<file path="src/rtl/fw_pkg.sv">
// fw_pkg: shared encodings and record layouts for the firewall rule sequencer
package fw_pkg;
  typedef enum logic [2:0] {
    FS_SRC_IP   = 3'd0,
    FS_SRC_MASK = 3'd1,
    FS_DST_IP   = 3'd2,
    FS_DST_MASK = 3'd3,
    FS_PORTS    = 3'd4,
    FS_CTRL     = 3'd5
  } field_sel_e;
  typedef enum logic [1:0] {ST_IDLE, ST_SCAN, ST_RESP} state_e;
  localparam int ENABLE_BIT = 9;
  localparam int ACTION_BIT = 8;
  localparam logic ACT_ACCEPT = 1'b1;
  localparam logic ACT_DROP = 1'b0;
  typedef struct packed {
    logic [31:0] src_ip;
    logic [31:0] src_mask;
    logic [31:0] dst_ip;
    logic [31:0] dst_mask;
    logic [15:0] sport;
    logic [15:0] dport;
    logic [7:0]  proto;
    logic        enable;
    logic        action;
  } rule_t;
  typedef struct packed {
    logic [31:0] src_ip;
    logic [31:0] dst_ip;
    logic [15:0] src_port;
    logic [15:0] dst_port;
    logic [7:0]  proto;
  } tuple_t;
endpackage

</file>
<file path="src/rtl/fw_rule_match.sv">
// fw_rule_match: combinational compare of one rule against one 5-tuple
// Ports: rule (table entry), tuple (latched header) in; match, action out.
// Zero-valued port/proto fields in the rule act as wildcards.
module fw_rule_match
  import fw_pkg::*;
(
  input  rule_t  rule,
  input  tuple_t tuple,
  output logic   match,
  output logic   action
);
  assign match = rule.enable
    && ((tuple.src_ip ^ rule.src_ip) & rule.src_mask) == '0
    && ((tuple.dst_ip ^ rule.dst_ip) & rule.dst_mask) == '0
    && (rule.sport == '0 || rule.sport == tuple.src_port)
    && (rule.dport == '0 || rule.dport == tuple.dst_port)
    && (rule.proto == '0 || rule.proto == tuple.proto);
  assign action = rule.action;
endmodule

</file>
<file path="src/rtl/fw_rule_sequencer.sv">
// fw_rule_sequencer: latches a 5-tuple and scans the rule table one entry per cycle
// Ports: clk, reset (async, active-low); tuple_* handshake + header fields in;
// cfg_* rule field writes (taken only while idle); dec_* decision handshake out;
// cnt_accepted/cnt_dropped count completed decisions.
module fw_rule_sequencer
  import fw_pkg::*;
#(
  parameter int NUM_RULES      = 16,
  parameter int RULE_IDX_WIDTH = 4,
  parameter bit DEFAULT_ACTION = 1'b0
) (
  input  logic                      clk,
  input  logic                      reset,
  input  logic                      tuple_valid,
  output logic                      tuple_rdy,
  input  logic [31:0]               src_ip,
  input  logic [31:0]               dst_ip,
  input  logic [15:0]               src_port,
  input  logic [15:0]               dst_port,
  input  logic [7:0]                proto,
  input  logic                      cfg_wr_en,
  output logic                      cfg_rdy,
  input  logic [RULE_IDX_WIDTH-1:0] cfg_addr,
  input  logic [2:0]                cfg_field_sel,
  input  logic [31:0]               cfg_wr_data,
  output logic                      dec_valid,
  input  logic                      dec_rdy,
  output logic                      dec_accept,
  output logic                      dec_hit,
  output logic [RULE_IDX_WIDTH-1:0] dec_rule_idx,
  output logic [31:0]               cnt_accepted,
  output logic [31:0]               cnt_dropped
);
  localparam logic [RULE_IDX_WIDTH-1:0] LAST_IDX = RULE_IDX_WIDTH'(NUM_RULES - 1);
  state_e state, state_nxt;
  rule_t rules [2**RULE_IDX_WIDTH];
  tuple_t tuple;
  logic [RULE_IDX_WIDTH-1:0] idx;
  logic match, action, scan_done;
  // Held low while reset is asserted so upstream never sees ready during reset.
  assign tuple_rdy = reset && state == ST_IDLE;
  assign cfg_rdy = tuple_rdy;
  assign dec_valid = state == ST_RESP;
  assign scan_done = match || idx == LAST_IDX;
  fw_rule_match u_match (.rule(rules[idx]), .tuple(tuple), .match(match), .action(action));
  always_ff @(posedge clk or negedge reset)
    if (!reset) state <= ST_IDLE;
    else state <= state_nxt;
  always_comb begin
    state_nxt = state;
    state_nxt = state == ST_IDLE ? (tuple_valid ? ST_SCAN : ST_IDLE)
              : state == ST_SCAN ? (scan_done ? ST_RESP : ST_SCAN)
              : (dec_rdy ? ST_IDLE : ST_RESP);
  end
  // Table holds a power-of-two number of entries; entries past NUM_RULES are never scanned.
  always_ff @(posedge clk or negedge reset)
    if (!reset) begin
      for (int i = 0; i < 2**RULE_IDX_WIDTH; i++) rules[i] <= '0;
    end else if (cfg_wr_en && cfg_rdy) begin
      case (cfg_field_sel)
        FS_SRC_IP:   rules[cfg_addr].src_ip <= cfg_wr_data;
        FS_SRC_MASK: rules[cfg_addr].src_mask <= cfg_wr_data;
        FS_DST_IP:   rules[cfg_addr].dst_ip <= cfg_wr_data;
        FS_DST_MASK: rules[cfg_addr].dst_mask <= cfg_wr_data;
        FS_PORTS: begin
          rules[cfg_addr].sport <= cfg_wr_data[31:16];
          rules[cfg_addr].dport <= cfg_wr_data[15:0];
        end
        FS_CTRL: begin
          rules[cfg_addr].enable <= cfg_wr_data[ENABLE_BIT];
          rules[cfg_addr].action <= cfg_wr_data[ACTION_BIT];
          rules[cfg_addr].proto <= cfg_wr_data[7:0];
        end
        default: ;
      endcase
    end
  always_ff @(posedge clk or negedge reset)
    if (!reset) begin
      tuple <= '0;
      idx <= '0;
      dec_accept <= 1'b0;
      dec_hit <= 1'b0;
      dec_rule_idx <= '0;
      cnt_accepted <= '0;
      cnt_dropped <= '0;
    end else begin
      if (tuple_rdy && tuple_valid) begin
        tuple <= {src_ip, dst_ip, src_port, dst_port, proto};
        idx <= '0;
      end else if (state == ST_SCAN) begin
        if (scan_done) begin
          dec_hit <= match;
          dec_accept <= match ? action : DEFAULT_ACTION;
          dec_rule_idx <= match ? idx : '0;
        end else idx <= idx + 1'b1;
      end
      if (dec_valid && dec_rdy) begin
        cnt_accepted <= cnt_accepted + 32'(dec_accept == ACT_ACCEPT);
        cnt_dropped <= cnt_dropped + 32'(dec_accept == ACT_DROP);
      end
    end
endmodule

</file>
<file path="config.mk">
export PLATFORM = sky130hd
export DESIGN_NAME = fw_rule_sequencer
export DESIGN_NICKNAME = d
export VERILOG_FILES = /design/src/rtl/fw_pkg.sv /design/src/rtl/fw_rule_match.sv /design/src/rtl/fw_rule_sequencer.sv
export SDC_FILE = /design/constraint.sdc
export NUM_CORES = 2
export LEC_CHECK = 0
export BUFFER_PORTS_ARGS = -buffer_cell sky130_fd_sc_hd__buf_2
export CAP_MARGIN = 25
export CORE_MARGIN = 3
export CORE_UTILIZATION = 57
export DETAILED_ROUTE_END_ITERATION = 10
export PLACE_DENSITY_LB_ADDON = 0.2
export SLEW_MARGIN = 20
export SYNTH_ARGS = -nofsm -noshare
export SYNTH_HDL_FRONTEND = slang
export SYNTH_SLANG_ARGS = --single-unit
export TNS_END_PERCENT = 50
</file>
<file path="constraint.sdc">
create_clock -name clk -period 3.7 [get_ports clk]
set_input_delay 0.555 -clock clk [delete_from_list [all_inputs] [get_ports clk]]
set_output_delay 0.555 -clock clk [all_outputs]
set_load 0.02 [all_outputs]
</file>
==> out/qor.csv <==
stage,metric,value,unit
grt,largest net degree at the start of global routing,184,
synth,asr flop ratio synth,100,%
grt,met1 GRT Util,45.8,%
placement,IO buf count,220,
floorplanning,num ports,221,
power,PwrDens,593,nW/um^2
placement,Post-DP HPWL,261,mm
critical_path,Buf/Inv on CP,6,
placement,dpl ws,-1170,ps
route,routed vias,85021,
sta,setup ws final,-496,ps
sta,Layout Skew,61.6,ps
power,Worst VDD drop,0.000466,V
route,Residual DRC,0,
critical_path,arrival time at the worst endpoint,5010,ps
sta,crit path time final,4200,ps
synth,library cells used by synthesis,76,
critical_path,worst-path maximum fanout,8,
clocking,CTS Buffer Depth,4,
final_layout,area grow syn2layout,17.5,%
critical_path,worst-path cell chain,"buf_12, buf_16, buf_6, buf_4, mux4_2, buf_6, mux2i_1, nor3_1, a211o_1, a2111oi_4, a31o_4, nand4_1, buf_4, o21ai_4, nand2_4, a22o_1",
grt,met3 Usage GRT,5.88,%
worst_hold_path,Hold Crit Depth,3,
floorplanning,Core Region,233000,um^2
critical_path,instance count on the critical path,16,
power,total power,93100,uW
final_layout,area of the multi-input gates,58500,um^2
critical_path,internal reg-to-reg setup slack,-500,ps
floorplanning,Die X,490,um
critical_path,CP Class,register to register,
route,drt total wl,408,mm
route,post-detailed-route count of antenna-violating nets,0,
sta,Worst-Margin Slew,1200,ps
sta,fin crit share,113,%
critical_path,Critical Path Max Stage Delay,530,ps
clocking,clk_lat worst skew,990,ps
critical_path,"Req. time, crit path",4510,ps
route,drt first-iter violations,8575,
floorplanning,Die Y,490,um
grt,GR Overflow Total,0,
outcome,failing checks,setup timing,
route,Vias per Instance,6.52,
route,Pre-antenna DRT Iters,6,
final_layout,"Core Util, Final",67.4,%
flow_run,max-cap violations,0,
sta,RSZ-0062 raised after global routing,yes,
synth,Most used DFF post-synth,dfrtp_1,
sta,fmax,0.238,GHz
grt,met2 Resource Use GR,53.0,%
sta,"Slew Viols, Final",0,
final_layout,layout cells sized above 1,52.0,%
grt,GRT busiest layer,met2,
floorplanning,row count,177,
critical_path,Critical-path top delay cell,dfrtp_4,
sta,TNS Setup,-5090,ps
clocking,CTS root buf,clkbuf_16,
synth,Synth warnings,0,
sta,Fin Hold WS,51.9,ps
synth,"Seq/Total Area, Yosys",54.3,%
grt,number of global-route vias before repair,87848,
critical_path,reg2reg path depth,16,
clocking,clock-pin slew on the worst setup and hold paths,60,ps
final_layout,Seq. cell area,72600,um^2
floorplanning,Initial Util,57.4,%
synth,Cells after Synth,8995,
sta,final setup vio count,12,
placement,RePlAce Congestion,0.936,
power,leakage power,0.0767,uW
clocking,CTS tree,built,
clocking,htree depth,5,
synth,Post-synth EDFFs,0,
synth,synthesized flop and latch total,2900,
route,routed len/inst,31.3,um
clocking,TritonCTS Buffers,316,
sta,Slew HR,19.4,%
final_layout,nets,9840,
floorplanning,Die Area,240000,um^2
outcome,status,finished with violations,
critical_path,"delay-heaviest family, CP",compound AO/OA/AOI/OAI gates,
synth,mapped cell area,134000,um^2
clocking,clock net sink count,2900,
synth,Post-Syn Nets,9148,
sta,final hold violation count,0,
worst_hold_path,Hold Path Class,input port to register,
grt,Global Route Usage Sum,33.6,%
critical_path,Setup crit end kind,register,
synth,Mean Syn Cell Area,14.9,um^2
critical_path,CP Launch Type,register,
grt,antenna violations before repair,18,
grt,first-pass GRT wire length,601,mm
final_layout,fillers,15882,
-- cells by family after synthesis --
| group | after synthesis | synth area share [%] |
|---|---|---|
| AO/OA/AOI/OAI | 321 | 1.74 |
| XOR/XNOR | 206 | 1.35 |
| adder cells (fa/ha/maj) | 5 | 0.0468 |
| buffers and inverters | 831 | 2.78 |
| flip-flops | 2900 | 54.3 |
| multiplexers | 3680 | 36.2 |
| AND/OR/NAND/NOR | 1052 | 3.63 |
-- worst paths after layout --
check / start / to
min in group asynchronous: reset / cnt_accepted[25]
worst max-delay path: idx[0] / dec_rule_idx[1]
worst min register to register: cnt_dropped[31] / cnt_dropped[31]
worst min-delay path: src_ip[2] / tuple[74]
max in group asynchronous: reset / async pin
worst max register to register: idx[0] / dec_rule_idx[1]
-- routing by layer --
metal	part of all wire, %	up-vias
li1	-	34455
met1	40	45937
met2	47	3658
met3	7.2	969
met4	5.4	2
met5	0.0032	-
-- cell usage in the layout, fill, tap and decap left out, drive strengths merged, types with 12 or more instances in the layout --
master,count
dfrtp,2900
mux2,2758
buf,1063
mux4,641
nand2,528
clkbuf,465
mux2i,281
nor2,139
xnor2,104
xor2,102
dlygate4sd3,100
nor4,75
nand3,70
nor3,66
a22oi,52
o21ai,51
nand4,46
clkinv,37
inv,36
a21oi,31
o22ai,30
and3,28
a221oi,25
a22o,24
nor2b,23
o211ai,21
bufinv,20
diode,14
nand4b,13
and2,13
o31ai,12
-- report_power, final --
| group | switching, uW | total (uW) | internal (uW) |
|---|---|---|---|
| registers | 1940 | 35200 | 33300 |
| logic | 14200 | 26500 | 12300 |
| clock network | 12700 | 31400 | 18700 |
| total | 28800 | 93100 | 64300 |
-- synth_stat cells (23+ instances only) --
cell type | number | area (um^2)
nand2_1 | 527 | 1980
nor2b_1 | 23 | 144
inv_1 | 28 | 105
xor2_1 | 102 | 893
a22o_1 | 24 | 210
a21oi_1 | 31 | 155
nor2_1 | 139 | 522
a22oi_1 | 52 | 390
buf_4 | 61 | 458
mux2_2 | 2758 | 31100
xnor2_1 | 104 | 911
buf_2 | 112 | 561
dfrtp_1 | 2900 | 72600
o22ai_1 | 30 | 188
o21ai_0 | 50 | 250
and3_1 | 28 | 175
nand4_1 | 46 | 288
nand3_1 | 70 | 350
nor4_1 | 74 | 463
nor3_1 | 66 | 330
mux2i_1 | 281 | 2810
mux4_2 | 633 | 14300
buf_1 | 128 | 480
a221oi_1 | 23 | 201
clkbuf_1 | 475 | 1780
-- cell type report --
type / count / share of cell area (%)
antenna: 14 / 0.0223
clock buffer: 457 / 5.91
clock inverter: 66 / 0.558
inverter: 29 / 0.0789
multi-input combinational: 5264 / 37.3
sequential: 2900 / 46.2
tap: 3132 / 2.50
timing repair buffer: 1176 / 7.45
-- stage by stage --
stage          cells  cell area (um^2)
2_1_floorplan   8995            134000
5_1_grt        13028            157000
4_1_cts        12960            156000
3_3_place_gp   12276            143000
6_report       13038            157000
3_5_place_dp   12282            143000
-- timing repair --
action	in CTS	in global routing
pin swaps	29	54
resized for setup	91	149
hold buffers	100	0
cloned	13	8
buffers inserted	44	61
hold endpoints to repair	167	0
setup endpoints to repair	12	12
-- tightest hold or removal path, cell delays in order --
cell and delay, ps:
buf_2 70, nand2_1 200, nand2_1 120
Note: power is estimated with default switching activity, not from simulation.
